$ cat src/rtl/sqrt_arbiter_pkg.sv
// Shared widths, helper functions and pipeline stage records for sqrt_arbiter.
package sqrt_arbiter_pkg;

   // Largest configuration the stage records can carry.
   localparam int MaxWidthX  = 32;
   localparam int MaxWidthQ  = (MaxWidthX + 1) / 2;
   localparam int MaxWidthId = 4;

   // Root width for an operand of wx bits.
   function automatic int width_q(input int wx);
      return (wx + 1) / 2;
   endfunction

   // Requester index width, never narrower than one bit.
   function automatic int width_id(input int n);
      return (n <= 2) ? 1 : $clog2(n);
   endfunction

   // Stage A: granted operand waiting for the square-root array.
   typedef struct packed {
      logic                  valid;
      logic [MaxWidthId-1:0] id;
      logic [MaxWidthX-1:0]  x;
   } stage_a_t;

   // Stage B: finished result presented on the response port.
   typedef struct packed {
      logic                  valid;
      logic [MaxWidthId-1:0] id;
      logic [MaxWidthQ-1:0]  q;
      logic [MaxWidthQ:0]    r;
   } stage_b_t;

endpackage

$ cat src/rtl/sqrt_arbiter_sqrtarruns.sv
// Combinational unsigned integer square root (restoring digit-by-digit array).
// Produces q = floor(sqrt(x)) and r = x - q*q; r can need one bit more than q.
module SqrtArrUns
   import sqrt_arbiter_pkg::*;
#(
   parameter int widthX = 8,
   localparam int widthQ = width_q(widthX)
) (
   input  logic [widthX-1:0] x_i,
   output logic [widthQ-1:0] q_o,
   output logic [widthQ:0]   r_o
);

   logic [2*widthQ-1:0] xp;
   logic [widthQ+1:0]   rem;
   logic [widthQ+1:0]   trial;
   logic [widthQ-1:0]   root;

   // One root bit per operand bit pair, most significant pair first.
   always_comb begin
      // NOTE: blocking assignments here because each loop step reads the value the previous step just produced.
      xp    = (2*widthQ)'(x_i);
      rem   = '0;
      trial = '0;
      root  = '0;
      for (int i = widthQ - 1; i >= 0; i--) begin
         // The running remainder stays below 2^widthQ, so its top two bits are free for the shift.
         rem   = {rem[widthQ-1:0], xp[2*i +: 2]};
         trial = {root, 2'b01};
         if (rem >= trial) begin
            rem  = rem - trial;
            root = (root << 1) | widthQ'(1);
         end else begin
            root = root << 1;
         end
      end
      q_o = root;
      r_o = rem[widthQ:0];
   end

endmodule

$ cat src/rtl/sqrt_arbiter.sv
// Round-robin arbiter in front of a two-stage square-root pipeline.
// Stage A holds the granted operand, stage B holds the finished result.
module sqrt_arbiter
   import sqrt_arbiter_pkg::*;
#(
   parameter int widthX = 8,
   parameter int NumReq = 4,
   localparam int widthQ  = width_q(widthX),
   localparam int widthId = width_id(NumReq)
) (
   input  logic                     clk_i,
   input  logic                     rst_i,
   input  logic [NumReq-1:0]        req_valid_i,
   output logic [NumReq-1:0]        req_ready_o,
   input  logic [NumReq*widthX-1:0] req_x_i,
   output logic                     rsp_valid_o,
   input  logic                     rsp_ready_i,
   output logic [widthId-1:0]       rsp_id_o,
   output logic [widthQ-1:0]        rsp_q_o,
   output logic [widthQ:0]          rsp_r_o,
   output logic                     busy_o
);

   stage_a_t           stage_a;
   stage_b_t           stage_b;
   logic [widthId-1:0] last_grant;
   logic [widthId-1:0] grant_id;
   logic               grant_any;
   logic               b_free;
   logic               a_accept;
   logic [widthQ-1:0]  sq_q;
   logic [widthQ:0]    sq_r;

   // Pipeline advance: B empties on a pop, A moves whenever B makes room.
   assign b_free   = !stage_b.valid || rsp_ready_i;
   assign a_accept = !stage_a.valid || b_free;

   // Round-robin search starting just after the last winner.
   always_comb begin
      // NOTE: every output gets a default first so no path leaves a latch behind.
      grant_id  = '0;
      grant_any = 1'b0;
      for (int i = 1; i <= NumReq; i++) begin
         if (!grant_any && req_valid_i[(int'(last_grant) + i) % NumReq]) begin
            grant_any = 1'b1;
            grant_id  = widthId'((int'(last_grant) + i) % NumReq);
         end
      end
      // No grant while stage A is blocked or while reset is held.
      if (!a_accept || rst_i) begin
         grant_any = 1'b0;
      end
      req_ready_o = grant_any ? (NumReq'(1) << grant_id) : '0;
   end

   SqrtArrUns #(
      .widthX(widthX)
   ) u_sqrt (
      .x_i(stage_a.x[widthX-1:0]),
      .q_o(sq_q),
      .r_o(sq_r)
   );

   // Stage registers and round-robin pointer.
   always_ff @(posedge clk_i or posedge rst_i) begin
      // NOTE: the datapath fields are reset too, so the response port reads all-zero while reset is held.
      if (rst_i) begin
         stage_a    <= '0;
         stage_b    <= '0;
         last_grant <= widthId'(NumReq - 1);
      end else begin
         if (a_accept) begin
            stage_a.valid <= grant_any;
            if (grant_any) begin
               stage_a.id <= MaxWidthId'(grant_id);
               stage_a.x  <= MaxWidthX'(req_x_i[int'(grant_id)*widthX +: widthX]);
               last_grant <= grant_id;
            end
         end
         if (b_free) begin
            stage_b.valid <= stage_a.valid;
            stage_b.id    <= stage_a.id;
            stage_b.q     <= MaxWidthQ'(sq_q);
            stage_b.r     <= (MaxWidthQ + 1)'(sq_r);
         end
      end
   end

   assign rsp_valid_o = stage_b.valid;
   assign rsp_id_o    = stage_b.id[widthId-1:0];
   assign rsp_q_o     = stage_b.q[widthQ-1:0];
   assign rsp_r_o     = stage_b.r[widthQ:0];
   assign busy_o      = stage_a.valid || stage_b.valid;

endmodule

$ cat config.mk
export PLATFORM = sky130hd
export DESIGN_NAME = sqrt_arbiter
export DESIGN_NICKNAME = d
export VERILOG_FILES = /design/src/rtl/sqrt_arbiter_pkg.sv /design/src/rtl/sqrt_arbiter_sqrtarruns.sv /design/src/rtl/sqrt_arbiter.sv
export SDC_FILE = /design/constraint.sdc
export NUM_CORES = 1
export LEC_CHECK = 0
export ABC_CLOCK_PERIOD_IN_PS = 10200
export CAP_MARGIN = 25
export CELL_PAD_IN_SITES_DETAIL_PLACEMENT = 1
export CELL_PAD_IN_SITES_GLOBAL_PLACEMENT = 2
export CORE_UTILIZATION = 30
export CTS_CLUSTER_SIZE = 10
export DETAILED_ROUTE_END_ITERATION = 7
export GPL_ROUTABILITY_DRIVEN = 0
export GPL_TIMING_DRIVEN = 0
export PLACE_DENSITY_LB_ADDON = 0.1
export SYNTH_ARGS = -nofsm -noshare
export SYNTH_HDL_FRONTEND = slang
export SYNTH_SLANG_ARGS = --single-unit
$ cat constraint.sdc
create_clock -name clk_i -period 10.2 [get_ports clk_i]
set_input_delay 2.04 -clock clk_i [delete_from_list [all_inputs] [get_ports clk_i]]
set_output_delay 2.04 -clock clk_i [all_outputs]
set_load 0.005 [all_outputs]
==> results.md <==
- CP Data Arrival Time: 4.74 ns
- Count of buffers from port buffering: 55
- Finished Core Util: 42.0%
- Tot GR Track Use: 16.4%
- Number of buffers and inverters on the critical path: 3
- Synthesized netlist net count: 277
- Largest net degree at the start of global routing: 26
- Clock latency on the worst-skew pair: 0.27 ns
- Overflow after GRT: 0
- Fin crit share: 66.4%
- Critical path's slowest cell: a21oi_1
- Die Span X: 82.8 um
- Final nets: 337
- #FFs+latches synth: 25
- Placed insts: 361
- Area grow syn2layout: 35.6%
- Slew margin rel.: 37.6%
- Final Skew: 0.00923 ns
- Htree depth: 1
- Worst path required time: 8.16 ns
- Leakage: 1.11 nW
- Hold buffers post-CTS: 0
- Number of global-route vias before repair: 1847
- Std cell rows: 29
- Status: finished, final reports clean
- Drt pass-1 iters: 4
- Fin Hold WS: 0.480 ns
- Full die area: 6850 um2
- Fin. max-slew vios: 0
- HPWL Detailed: 4.05 mm
- Yosys cell types: 48
- Tmin final: 6.78 ns
- Wire per inst: 13.7 um
- # IOs: 56
- Power per standard cell area: 278 nW/um2
- Syn Inst Count: 229
- Share of cells above drive strength 1: 11.1%
- # fillers: 759
- Final Power: 0.737 mW
- Register Area: 628 um2
- YS warnings: 0
- CP Max Fanout: 10
- Yosys top cell area share: 29.4%
- Final Hold Fails: 0
- Max Cap Viol: 0
- Post-route DRC: 0
- Startpoint types: input port
- # Post-CTS Setup Buffers: 0
- Routed Antenna Nets: 0
- CTS clk-pin slew, worst paths: 0.10 ns
- Worst-path cell chain: clkdlybuf4s50_1 -> a21oi_1 -> a31oi_1 -> a21oi_1 -> buf_2 -> nand3_1 -> nor2b_1 -> clkdlybuf4s50_1
- Commonest non-fill, non-tap cells in the layout: 55 x clkdlybuf4s50_1, 38 x nand2_1, 23 x dfrtp_1, 22 x o21ai_0, 21 x nor2_1
- Top cells by area, synth: dfrtp_1 29%, nand2_1 7.3%, mux2i_1 6.6%
- Vias: 1799
- Initial antenna violation count: 0
- Mean area per synthesized cell: 8.55 um2
- Kind of end point of the critical path: output port
- Vias per cell: 4.93
- TritonCTS Sinks: 25
- Total wire length: 4.99 mm
- Cell family with most CP delay: buffers and inverters
- Diode count: 0
- Bufs on Longest Clock Path: 2
- Final setup fails: 0
- Slew @ Worst Pin: 0.934 ns
- CTS Root Cell: clkbuf_8
- RSZ-0062 raised after global routing: no
- Starting DRT DRC Count: 67
- VDD IR max: 0.176 mV
- Gates resized, CTS repair: 0
- Worst Setup Path Type: input port to output port
- Multi-input logic area: 1230 um2
- Starting Density: 31.0%
- Synthesized area: 1960 um2
- Setup_tns: 0 ns
- Commonest non-fill, non-tap cell in the layout: clkdlybuf4s50_1
- Sequential share of the synthesized area: 32.1%
- First-pass GRT wire length: 8.66 mm
- HP Class: flop to flop
- Die height: 82.8 um
- Post-synth top area cell: dfrtp_1
- CTS Buf Count: 3
- Core ar.: 6310 um2
- FMAX: 148 MHz
- Crit-path max cell delay: 0.71 ns
- Final std cells w/o fill: 365
- CTS tree: yes
[metrics by stage]
stage,setup WS (ns),area [um2]
after CTS,3.35,2650
final,3.42,2650
after global routing,3.20,2650
after global placement,3.38,2600
after detailed placement,3.35,2600
after floorplan,4.74,1960
[path summary, 6_finish.rpt]
| kind | from | depth (start not counted) | slack (ns) | end |
|---|---|---|---|---|
| max | req_valid_i[0] | 8 | 3.42 | req_ready_o[3] |
| min reg2reg | rsp_id_o[0] | 2 | 0.48 | rsp_id_o[0] |
| max reg2reg | stage_a[4] | 15 | 5.74 | rsp_r_o[3] |
| max in group asynchronous | rst_i | 2 | 7.30 | rsp_r_o[4] |
| min in group asynchronous | rst_i | 2 | 2.33 | stage_a[36] |
| min | rsp_id_o[0] | 2 | 0.48 | rsp_id_o[0] |
[worst reg2reg max path, delay by kind of cell (launching register included)]
| kind | cells | cell delay [ns] |
|---|---|---|
| AOI/OAI and AO/OA | 5 | 1.41 |
| xor gates and xnor gates | 1 | 0.24 |
| adders and majority gates | 3 | 1.02 |
| buffers and inverters | 2 | 0.22 |
| DFF | 1 | 0.52 |
| and+or+nand+nor | 4 | 0.93 |
[synthesized netlist by cell type, drive strengths merged]
cell type,n
a221oi,1
xor2,1
o32ai,2
ha,9
nor2,21
buf,4
o221ai,1
or2b,1
dfrtp,23
inv,11
clkbuf,6
or4,1
o31ai,4
a31oi,3
or3,3
nand2,38
xnor2,4
nor3b,1
a21oi,14
o311a,1
nor4b,1
nand2b,5
dfstp,2
o311ai,1
mux2i,13
a211o,2
and3,1
nor3,4
o21a,1
o21ai,22
nor2b,5
nand3b,1
o211ai,2
nor4,3
or3b,2
a21o,1
or2,1
a311oi,1
mux2,9
o31a,1
nand3,2
[metal layers]
| layer | track usage (%) | routed length, um | up-vias |
|---|---|---|---|
| met3 | 3.30 | 225 | 2 |
| li1 | - | - | 926 |
| met4 | 3.62 | 36 | 0 |
| met2 | 27.9 | 2250 | 47 |
| met5 | 0 | 0 | - |
| met1 | 21.3 | 2470 | 824 |
[state kept, by name, indices dropped and copies added (netlist names)]
signal       cells
rsp_id_o         2
rsp_q_o          4
last_grant       2
rsp_valid_o      1
rsp_r_o          5
stage_a         11
[cells by family after synthesis]
| group | synth area share, % |
|---|---|
| and+or+nand+nor | 22.8 |
| AOI/OAI and AO/OA | 20.0 |
| DFF | 32.1 |
| muxes | 11.8 |
| buffers and inverters | 5.24 |
| adders and majority gates | 5.75 |
| xor gates and xnor gates | 2.24 |
[layout make-up]
class,count,area share [%]
clock inverters,1,0.330
flip-flops and latches,25,23.7
repair buffers,55,20.7
clock buffers,3,1.56
inverters,11,1.56
multi-input cells,183,46.2
well taps,77,3.63
plain buffers,10,2.31
[report_power, final]
part / switching [mW] / leakage [nW] / internal (mW) / total (mW)
registers: 0.0276 / 0.288 / 0.136 / 0.163
clock network: 0.0341 / 0.0261 / 0.0286 / 0.0628
logic: 0.259 / 0.792 / 0.252 / 0.511
No activity file was read; power rests on OpenSTA's default activity.
